[src/rtl/m2_fdct_block_encoder.sv]
// Forward 8x8 DCT block encoder: fetches one pixel block from SRAM, computes C*S*C^T
// with a single shared MAC, and writes 64 signed 16-bit coefficients back to SRAM.
module m2_fdct_block_encoder (
    input  logic        Clock,
    input  logic        Reset,
    input  logic        Start,
    input  logic [17:0] Pixel_base,
    input  logic [8:0]  Pixel_stride,
    input  logic [17:0] Coeff_base,
    input  logic [8:0]  Coeff_stride,
    output logic [17:0] SRAM_address,
    input  logic [15:0] SRAM_read_data,
    output logic [15:0] SRAM_write_data,
    output logic        SRAM_we_n,
    output logic        Busy,
    output logic        Done
);

    typedef enum logic [2:0] {
        S_IDLE, S_FETCH, S_FETCH_DRAIN, S_CT, S_CS, S_DONE
    } state_t;

    state_t             state;
    logic [10:0]        cyc;
    logic [17:0]        pix_base, coef_base;
    logic [8:0]         pix_stride, coef_stride;

    logic [7:0]         s_mem [0:63];
    logic signed [15:0] t_mem [0:63];
    logic signed [31:0] acc;
    logic signed [15:0] res;
    logic [5:0]         res_idx;
    logic               res_valid;

    logic [4:0]         rd_idx, cap_idx;
    logic [8:0]         mac_idx;
    logic [5:0]         elem;
    logic [2:0]         tap;
    logic               cap_en, mac_en;
    logic signed [15:0] op_a;
    logic signed [12:0] op_b;
    logic signed [31:0] a_ext, b_ext, prod, sum;
    logic [17:0]        rd_addr, wr_addr;

    function automatic logic signed [12:0] mag(input logic [4:0] j);
        case (j)
            5'd0:    return 13'sd2048;
            5'd1:    return 13'sd2009;
            5'd2:    return 13'sd1892;
            5'd3:    return 13'sd1703;
            5'd4:    return 13'sd1448;
            5'd5:    return 13'sd1138;
            5'd6:    return 13'sd784;
            5'd7:    return 13'sd400;
            default: return 13'sd0;
        endcase
    endfunction

    // cos((2n+1)k*pi/16) folded onto the first quadrant; the angle index is taken mod 32.
    function automatic logic signed [12:0] c_coef(input logic [2:0] k, input logic [2:0] n);
        logic [4:0] i;
        i = 5'({n, 1'b1}) * 5'(k);
        if (k == 3'd0)       return 13'sd1448;
        else if (i <= 5'd8)  return mag(i);
        else if (i <= 5'd16) return -mag(5'd16 - i);
        else if (i <= 5'd24) return -mag(i - 5'd16);
        else                 return mag(5'd0 - i);
    endfunction

    function automatic logic signed [15:0] sat16(input logic signed [31:0] v);
        if (v > 32'sd32767)       return 16'sh7FFF;
        else if (v < -32'sd32768) return 16'sh8000;
        else                      return v[15:0];
    endfunction

    // cyc holds the number of the edge about to occur, counted from the Start edge.
    assign rd_idx  = 5'(cyc - 11'd1);
    assign cap_idx = 5'(cyc - 11'd3);
    assign mac_idx = (state == S_CS) ? 9'(cyc - 11'd547) : 9'(cyc - 11'd35);
    assign elem    = mac_idx[8:3];
    assign tap     = mac_idx[2:0];
    assign cap_en  = (state == S_FETCH && cyc >= 11'd3) || state == S_FETCH_DRAIN;
    assign mac_en  = state == S_CT || (state == S_CS && cyc <= 11'd1058);

    always_comb begin
        op_a = '0;
        op_b = '0;
        if (state == S_CS) begin
            op_a = t_mem[{tap, elem[2:0]}];
            op_b = c_coef(elem[5:3], tap);
        end else begin
            op_a = {8'b0, s_mem[{elem[5:3], tap}]};
            op_b = c_coef(elem[2:0], tap);
        end
    end

    assign a_ext   = {{16{op_a[15]}}, op_a};
    assign b_ext   = {{19{op_b[12]}}, op_b};
    assign prod    = a_ext * b_ext;
    assign sum     = ((tap == 3'd0) ? 32'sd0 : acc) + prod;
    assign rd_addr = pix_base + 18'(rd_idx[4:2]) * 18'(pix_stride) + 18'(rd_idx[1:0]);
    assign wr_addr = coef_base + 18'(res_idx[5:3]) * 18'(coef_stride) + 18'(res_idx[2:0]);

    always_ff @(posedge Clock) begin
        if (cap_en) begin
            s_mem[{cap_idx, 1'b0}] <= SRAM_read_data[15:8];
            s_mem[{cap_idx, 1'b1}] <= SRAM_read_data[7:0];
        end
        if (mac_en) begin
            acc <= sum;
            if (tap == 3'd7) begin
                if (state == S_CT) begin
                    t_mem[elem] <= sat16(sum >>> 8);
                end else begin
                    res     <= sat16(sum >>> 16);
                    res_idx <= elem;
                end
            end
        end
    end

    always_ff @(posedge Clock) begin
        if (Reset) begin
            state           <= S_IDLE;
            cyc             <= '0;
            SRAM_address    <= '0;
            SRAM_write_data <= '0;
            SRAM_we_n       <= 1'b1;
            Busy            <= 1'b0;
            Done            <= 1'b0;
            res_valid       <= 1'b0;
        end else begin
            Done      <= 1'b0;
            SRAM_we_n <= 1'b1;
            res_valid <= mac_en && state == S_CS && tap == 3'd7;
            if (state != S_IDLE) cyc <= cyc + 11'd1;
            // A finished coefficient is written on the edge after its last MAC.
            if (res_valid) begin
                SRAM_we_n       <= 1'b0;
                SRAM_write_data <= res;
                SRAM_address    <= wr_addr;
            end
            case (state)
                S_IDLE: if (Start) begin
                    pix_base    <= Pixel_base;
                    pix_stride  <= Pixel_stride;
                    coef_base   <= Coeff_base;
                    coef_stride <= Coeff_stride;
                    cyc         <= 11'd1;
                    Busy        <= 1'b1;
                    state       <= S_FETCH;
                end
                S_FETCH: begin
                    SRAM_address <= rd_addr;
                    if (cyc == 11'd32) state <= S_FETCH_DRAIN;
                end
                S_FETCH_DRAIN: if (cyc == 11'd34) state <= S_CT;
                S_CT:          if (cyc == 11'd546) state <= S_CS;
                S_CS:          if (cyc == 11'd1059) state <= S_DONE;
                S_DONE: begin
                    Done  <= 1'b1;
                    Busy  <= 1'b0;
                    state <= S_IDLE;
                end
                default: state <= S_IDLE;
            endcase
        end
    end

endmodule

[config.mk]
export PLATFORM = sky130hd
export DESIGN_NAME = m2_fdct_block_encoder
export DESIGN_NICKNAME = d
export VERILOG_FILES = /design/src/rtl/m2_fdct_block_encoder.sv
export SDC_FILE = /design/constraint.sdc
export NUM_CORES = 2
export LEC_CHECK = 0
export CORE_MARGIN = 3
export CORE_UTILIZATION = 57
export DETAILED_ROUTE_END_ITERATION = 8
export DONT_BUFFER_PORTS = 1
export PLACE_DENSITY_LB_ADDON = 0.3
export SYNTH_ARGS = -nofsm -noshare
export SYNTH_HDL_FRONTEND = slang
export SYNTH_SLANG_ARGS = --single-unit
[constraint.sdc]
create_clock -name Clock -period 51.8 [get_ports Clock]
set_clock_uncertainty 0.2 [all_clocks]
set_input_delay 10.36 -clock Clock [delete_from_list [all_inputs] [get_ports Clock]]
set_output_delay 10.36 -clock Clock [all_outputs]
set_load 0.02 [all_outputs]
=== Word-level counts from Yosys, hierarchy flattened ===
Memories as Yosys holds them, arrays and structs flattened.
Cells that the tools add are included.

* Flip-flop bits (word level): 160
* RAM bits: 1536
* Memory bits (read-only): 768
* Input bits: 73
* Output and inout bits: 37
* Word-level logic and storage cells: 169
* Memories: 10

{| class="wikitable"
|+ Memory list
! name !! depth !! width !! rd ports !! clocked after Yosys merged registers in !! write ports !! RTL line !! text
|-
| t_mem || 64 || 16 || 1 || 0 || 1 || 29 || <nowiki>logic signed [15:0] t_mem [0:63];</nowiki>
|-
| s_mem || 64 || 8 || 1 || 0 || 2 || 28 || <nowiki>logic [7:0] s_mem [0:63];</nowiki>
|-
| (no name shown) || 8 || 12 || 1 || 0 || 0 || 46 || <nowiki>case (j)</nowiki>
|-
| (no name shown) || 8 || 12 || 1 || 0 || 0 || 46 ||
|-
| (no name shown) || 8 || 12 || 1 || 0 || 0 || 46 ||
|-
| (no name shown) || 8 || 12 || 1 || 0 || 0 || 46 ||
|-
| +4 memories || -- || -- || -- || -- || -- || -- ||
|}

* Add/sub/neg operators: 20
* $mul: 5
* $lt $le $gt $ge: 12
* Eq/ne operators: 15
* Muxes and demuxes: 65
* Bitwise operators: 2
* Reductions and logical operators: 25

{| class="wikitable"
|+ Operators with widths
! operator !! number
|-
| $mux 13 || 35
|-
| $mux 16 || 7
|-
| $neg 13->13 || 4
|-
| $add 18x12->18 || 2
|-
| $mux 18 || 2
|-
| $mux 11 || 3
|-
| $add 32x29->32 || 1
|-
| $mux 32 || 1
|-
| $mul 16x13->29 || 1
|-
| $gt 24x16->1 const B || 1
|-
| $lt 24x16->1 const B || 1
|-
| $mul 3x9->12 || 2
|-
| $eq 11x6->1 const B || 2
|-
| $le 5x5->1 const B || 4
|-
| $add 18x2->18 || 1
|-
| $add 18x3->18 || 1
|-
| $sub 9x6->9 const B || 2
|-
| $gt 16x16->1 const B || 1
|-
| $logic_not 2->1 || 8
|-
| $lt 16x16->1 const B || 1
|-
| $mux 3 || 5
|-
| $pmux 3 s5 || 1
|-
| $logic_not 3->1 || 4
|-
| $add 11x1->11 const B || 1
|-
| other kinds (27) || 53
|}

=== Longest topological paths before layout ===
* Word-level depth: 25
* Mapped depth: 57
* Depth with buffers taken out: 47

=== Worst setup path after synthesis ===
OpenSTA, ideal clock, no wires.

* Kind: register to register
* Start point: register cyc[0]
* End point: memory t_mem[0][0], data pin
* Library setup time: 702 ps
* Arrival time: 15539 ps
* Required time: 50898 ps
* Setup slack: 35359 ps
* Cell stages (with the launch flop): 52
* Path buffers: 12
* Path through: dfxtp_1 -> buf_2 -> buf_2 -> buf_2 -> inv_1 -> ha_1 -> clkbuf_1 -> buf_2 -> buf_1 -> clkbuf_1 -> clkbuf_1 -> buf_1 -> nand2_1 -> fa_1 -> inv_1 -> ha_1 -> fa_1 -> xnor2_1 -> (+16 left out) -> inv_1 -> fa_1 -> fa_1 -> inv_1 -> fa_1 -> inv_1 -> ha_1 -> o21ai_0 -> o21bai_1 -> a221oi_2 -> a211oi_2 -> o41ai_4 -> nand3_1 -> o311ai_0 -> and4_2 -> and4_1 -> a21boi_1 -> o21ai_0

* Word-level cells in the longest chain between the ends: 25
* Elaborated cells on any way between the ends: 88
* Those cells by class: add/sub (13); mul (3); order compare (8); mux (43); reduce/logical (11); memory (10)

{| class="wikitable"
|+ RTL lines
! what !! RTL line !! text
|-
| start, declared || 24 || <nowiki>logic [10:0] cyc;</nowiki>
|-
| start signal, assigned || 136 || <nowiki>if (state != S_IDLE) cyc <= cyc + 11'd1;</nowiki>
|-
| $sub 9x6->9 || 79 || <nowiki>assign mac_idx = (state == S_CS) ? 9'(cyc - 11'd547) : 9'(cyc - 11'd35);</nowiki>
|-
| $mux 9 * || 79 ||
|-
| $mul 4x3->5 || 62 || <nowiki>i = 5'({n, 1'b1}) * 5'(k);</nowiki>
|-
| $sub 5x5->5 || 66 || <nowiki>else if (i <= 5'd24) return -mag(i - 5'd16);</nowiki>
|-
| $mem_v2 8x12 / $logic_not 2->1 (equally long branches) || -- ||
|-
| $mux 13 || 46 ||
|-
| $mux 13 || 66 ||
|-
| $mux 13 || 65 || <nowiki>else if (i <= 5'd16) return -mag(5'd16 - i);</nowiki>
|-
| (+10 left out) || -- ||
|-
| $add 32x29->32 * || 100 || <nowiki>assign sum = ((tap == 3'd0) ? 32'sd0 : acc) + prod;</nowiki>
|-
| net sum[28] || 42 || <nowiki>logic signed [31:0] a_ext, b_ext, prod, sum;</nowiki>
|-
| $lt 24x16->1 || 72 || <nowiki>else if (v < -32'sd32768) return 16'sh8000;</nowiki>
|-
| $mux 16 || 72 ||
|-
| $mux 16 * || 71 || <nowiki>if (v > 32'sd32767) return 16'sh7FFF;</nowiki>
|-
| $mux 16 * || 112 || <nowiki>if (state == S_CT) begin</nowiki>
|-
| $mux 16 * || 111 || <nowiki>if (tap == 3'd7) begin</nowiki>
|-
| $mux 16 * || 109 || <nowiki>if (mac_en) begin</nowiki>
|-
| end, declared || 29 ||
|}

The timed path passes the listed nets; every way through them passes the cells marked *. The select of a mux whose other input is x is not followed.

=== Worst setup path after layout ===
* Start point: register cyc[1]
* End point: memory t_mem[21][1], data pin

The elaborated chain is that of the path after synthesis.

==> impl_metrics.toml <==
[layout]
layout_common_cells = "edfxtp_1, mux4_2, inv_1"
area_delta_synth_final_pct = 10.31
nets = 5565
final_common_cell = "edfxtp_1"
drive_gt1_share_pct = 19.20
stdcell_count = 7051

[global_route]
use_met2_pct = 46.20
grt_start_max_net_pins = 103
use_met1_pct = 39.75
grt-busiest-layer = "met2"
use_met3_pct = 5.683
grt_overflow_total = 0
grt_usage_pct = 28.70
grt_pass1_vias = 45840
antenna_found_initial = 9
grt_pass1_wl_um = 306100

[die]
rows = 137
core_um2 = 139900
fp.dieW_um = 381.9
die-area_um2 = 145900
ios = 110
die_y_um = 381.9
initial_utilization_pct = 57.58

[cts]
h-tree-depth = 4
cts_root_buf = "clkbuf_16"
post_cts_buffers = 0
numCtsBuffers = 166
clk_latency_ns = 0.80
clock_path_buffers = 3
clk_pin_slew_worst_paths_ns = 0.06
cts_tree = "built"
cts.sinks = 1696
ctsResizeCount = 0
ctsHoldBuffers = 0

[logic_synthesis]
synth_cell_types = 96
syn_inst = 4933
yosys.area_share.xor_xnor_pct = 1.187
synthesis.area_um2 = 80540
synthAdderAreaFrac_pct = 9.771
synth-compound-area-share_pct = 3.877
synthFlopType = "edfxtp_1"
ys_seq_area_share_pct = 62.59
synth_mux_area_share_pct = 13.47
synth_async_sr_flop_share_pct = 0
ys_seq_elements = 1696
synth_edf_count = 1644
syn_area_per_cell_um2 = 16.33
syn_nets = 5461
synth_top_family_by_area = "multiplexers"
yosysWarnings = 0
synth-simple-area-share_pct = 5.847

[min_path]
min_path_type = "flop to flop"

[drt]
vias = 45441
wl_per_cell_um = 29.29
ant_nets = 0
drtIter0Drc = 5172
firstDrtPassIters = 6
drc = 0
via_per_inst = 6.445
wirelength_um = 206500

[worst_setup_path]
critPathKind = "flop to flop"
path_common_cell = "fa_1"
crit_arrival_ns = 16.67
worst_path_max_delay_cell = "fa_1"
critical_path_required_ns = 52.04
r2r_slack_ns = 35.37
max_stage_delay_ns = 0.97
end_kind = "flop"
crit_fanout = 73
start_kind = "flop"

[sta]
fin_hold_ws_ns = 0.2879
grt_setup_unrepaired = "no"
post-route-min-period_ns = 16.43
finalWorstSetupSlack_ns = 35.37
setup_viol = 0
worstMarginPinSlew_ns = 1.254
clock.fmax_mhz = 60.86
finalCritPeriodShare_pct = 31.72
slew_violations = 0
relSlewSlack_pct = 15.81
hold_viol = 0
finalSetupTns_ns = 0

[place]
dp.cells = 6745
io_buffers = 0
dp_hpwl_um = 126700
place.gp.congestion = 0.9134
dp_slack_ns = 35.51

[run]
drv_cap = 0

[status]
status = "complete, no violations"
## kinds of logic after synthesis
family,after synthesis
buffers and inverters,656
XOR/XNOR,103
AO/OA/AOI/OAI,470
AND/OR/NAND/NOR,1033
multiplexers,520
adder cells (fa/ha/maj),455
flip-flops,1696
## path summary, 6_finish.rpt
check,from,to,cells past startpoint
setup / recovery,cyc[1],t_mem[21][1],43
setup reg to reg,cyc[1],t_mem[21][1],43
hold reg to reg,res[12],SRAM_write_data[12],2
hold / removal,res[12],SRAM_write_data[12],2
## critical path: cells and delay by family (launching register included)
family                     cells  cell delay [ns]
adders and majority gates     11             5.28
AOI/OAI and AO/OA             14             4.47
and+or+nand+nor                9             3.16
buffers and inverters          8             2.14
DFF                            1             0.48
xor gates and xnor gates       1             0.18
## cell type report
class,count,area [um^2]
fill,9695,51030
sequential,1696,50410
multi-input combinational,2581,27900
clock buffer,205,4332
tap,1876,2347
inverter,436,1648
timing repair buffer,156,1234
clock inverter,97,963.4
antenna,4,10.01
## registers in the layout, indices dropped and copies added, names as in the netlist, 6 cells and up
name and flops:
coef_base 18, res_idx 6, s_mem 512, acc 32
pix_base 18, res 16, SRAM_address 18, t_mem 1024
pix_stride 9, cyc 11, SRAM_write_data 16, coef_stride 9
## cell usage after synthesis (7+ instances only)
master    instances  area share (%)
nor2b_1          39            0.30
nand2_1         247             1.2
dfxtp_1          52             1.3
xor2_1           33            0.36
buf_4            13            0.12
o21ai_2          11            0.12
nor4_1           14            0.11
a21o_1           19            0.18
and2_1           40            0.31
a31oi_1          28            0.22
nor3b_1           7           0.065
inv_1           428             2.0
nand3_1          78            0.48
or2_2            47            0.37
a211oi_1         33            0.31
fa_1            290             7.2
o21ai_0          95            0.59
clkbuf_1        117            0.55
mux2i_1          65            0.81
nand4_1          21            0.16
o31ai_1           8           0.075
or3_1            18            0.14
edfxtp_1       1644              61
o22ai_1          27            0.21
and3_1            8           0.062
buf_1            17           0.079
nor3_1           45            0.28
o21a_1            9           0.084
xnor2_1          65            0.71
nor2_1          415             1.9
nand2b_1         30            0.23
o211ai_1         17            0.16
mux4_2          451              13
ha_1            165             2.6
a21oi_1         120            0.75
buf_2            71            0.44
o21bai_1         12            0.11
## metrics by stage
stage,utilization (%),instance area [um^2]
final,63.52,88850
after global routing,63.51,88840
after CTS,63.51,88830
after detailed placement,59.72,83540
after global placement,59.72,83540
after floorplan,-,80540
## routing by layer
layer	vias to the layer above	part of all wire, %
li1	18823	-
met1	23709	38
met2	2473	49
met3	432	9.5
met4	4	3.7
met5	-	0.013
Power is left out: the tool's default activity adds up to more than one toggle a clock period on the data nets, which glitch-free logic cannot reach.
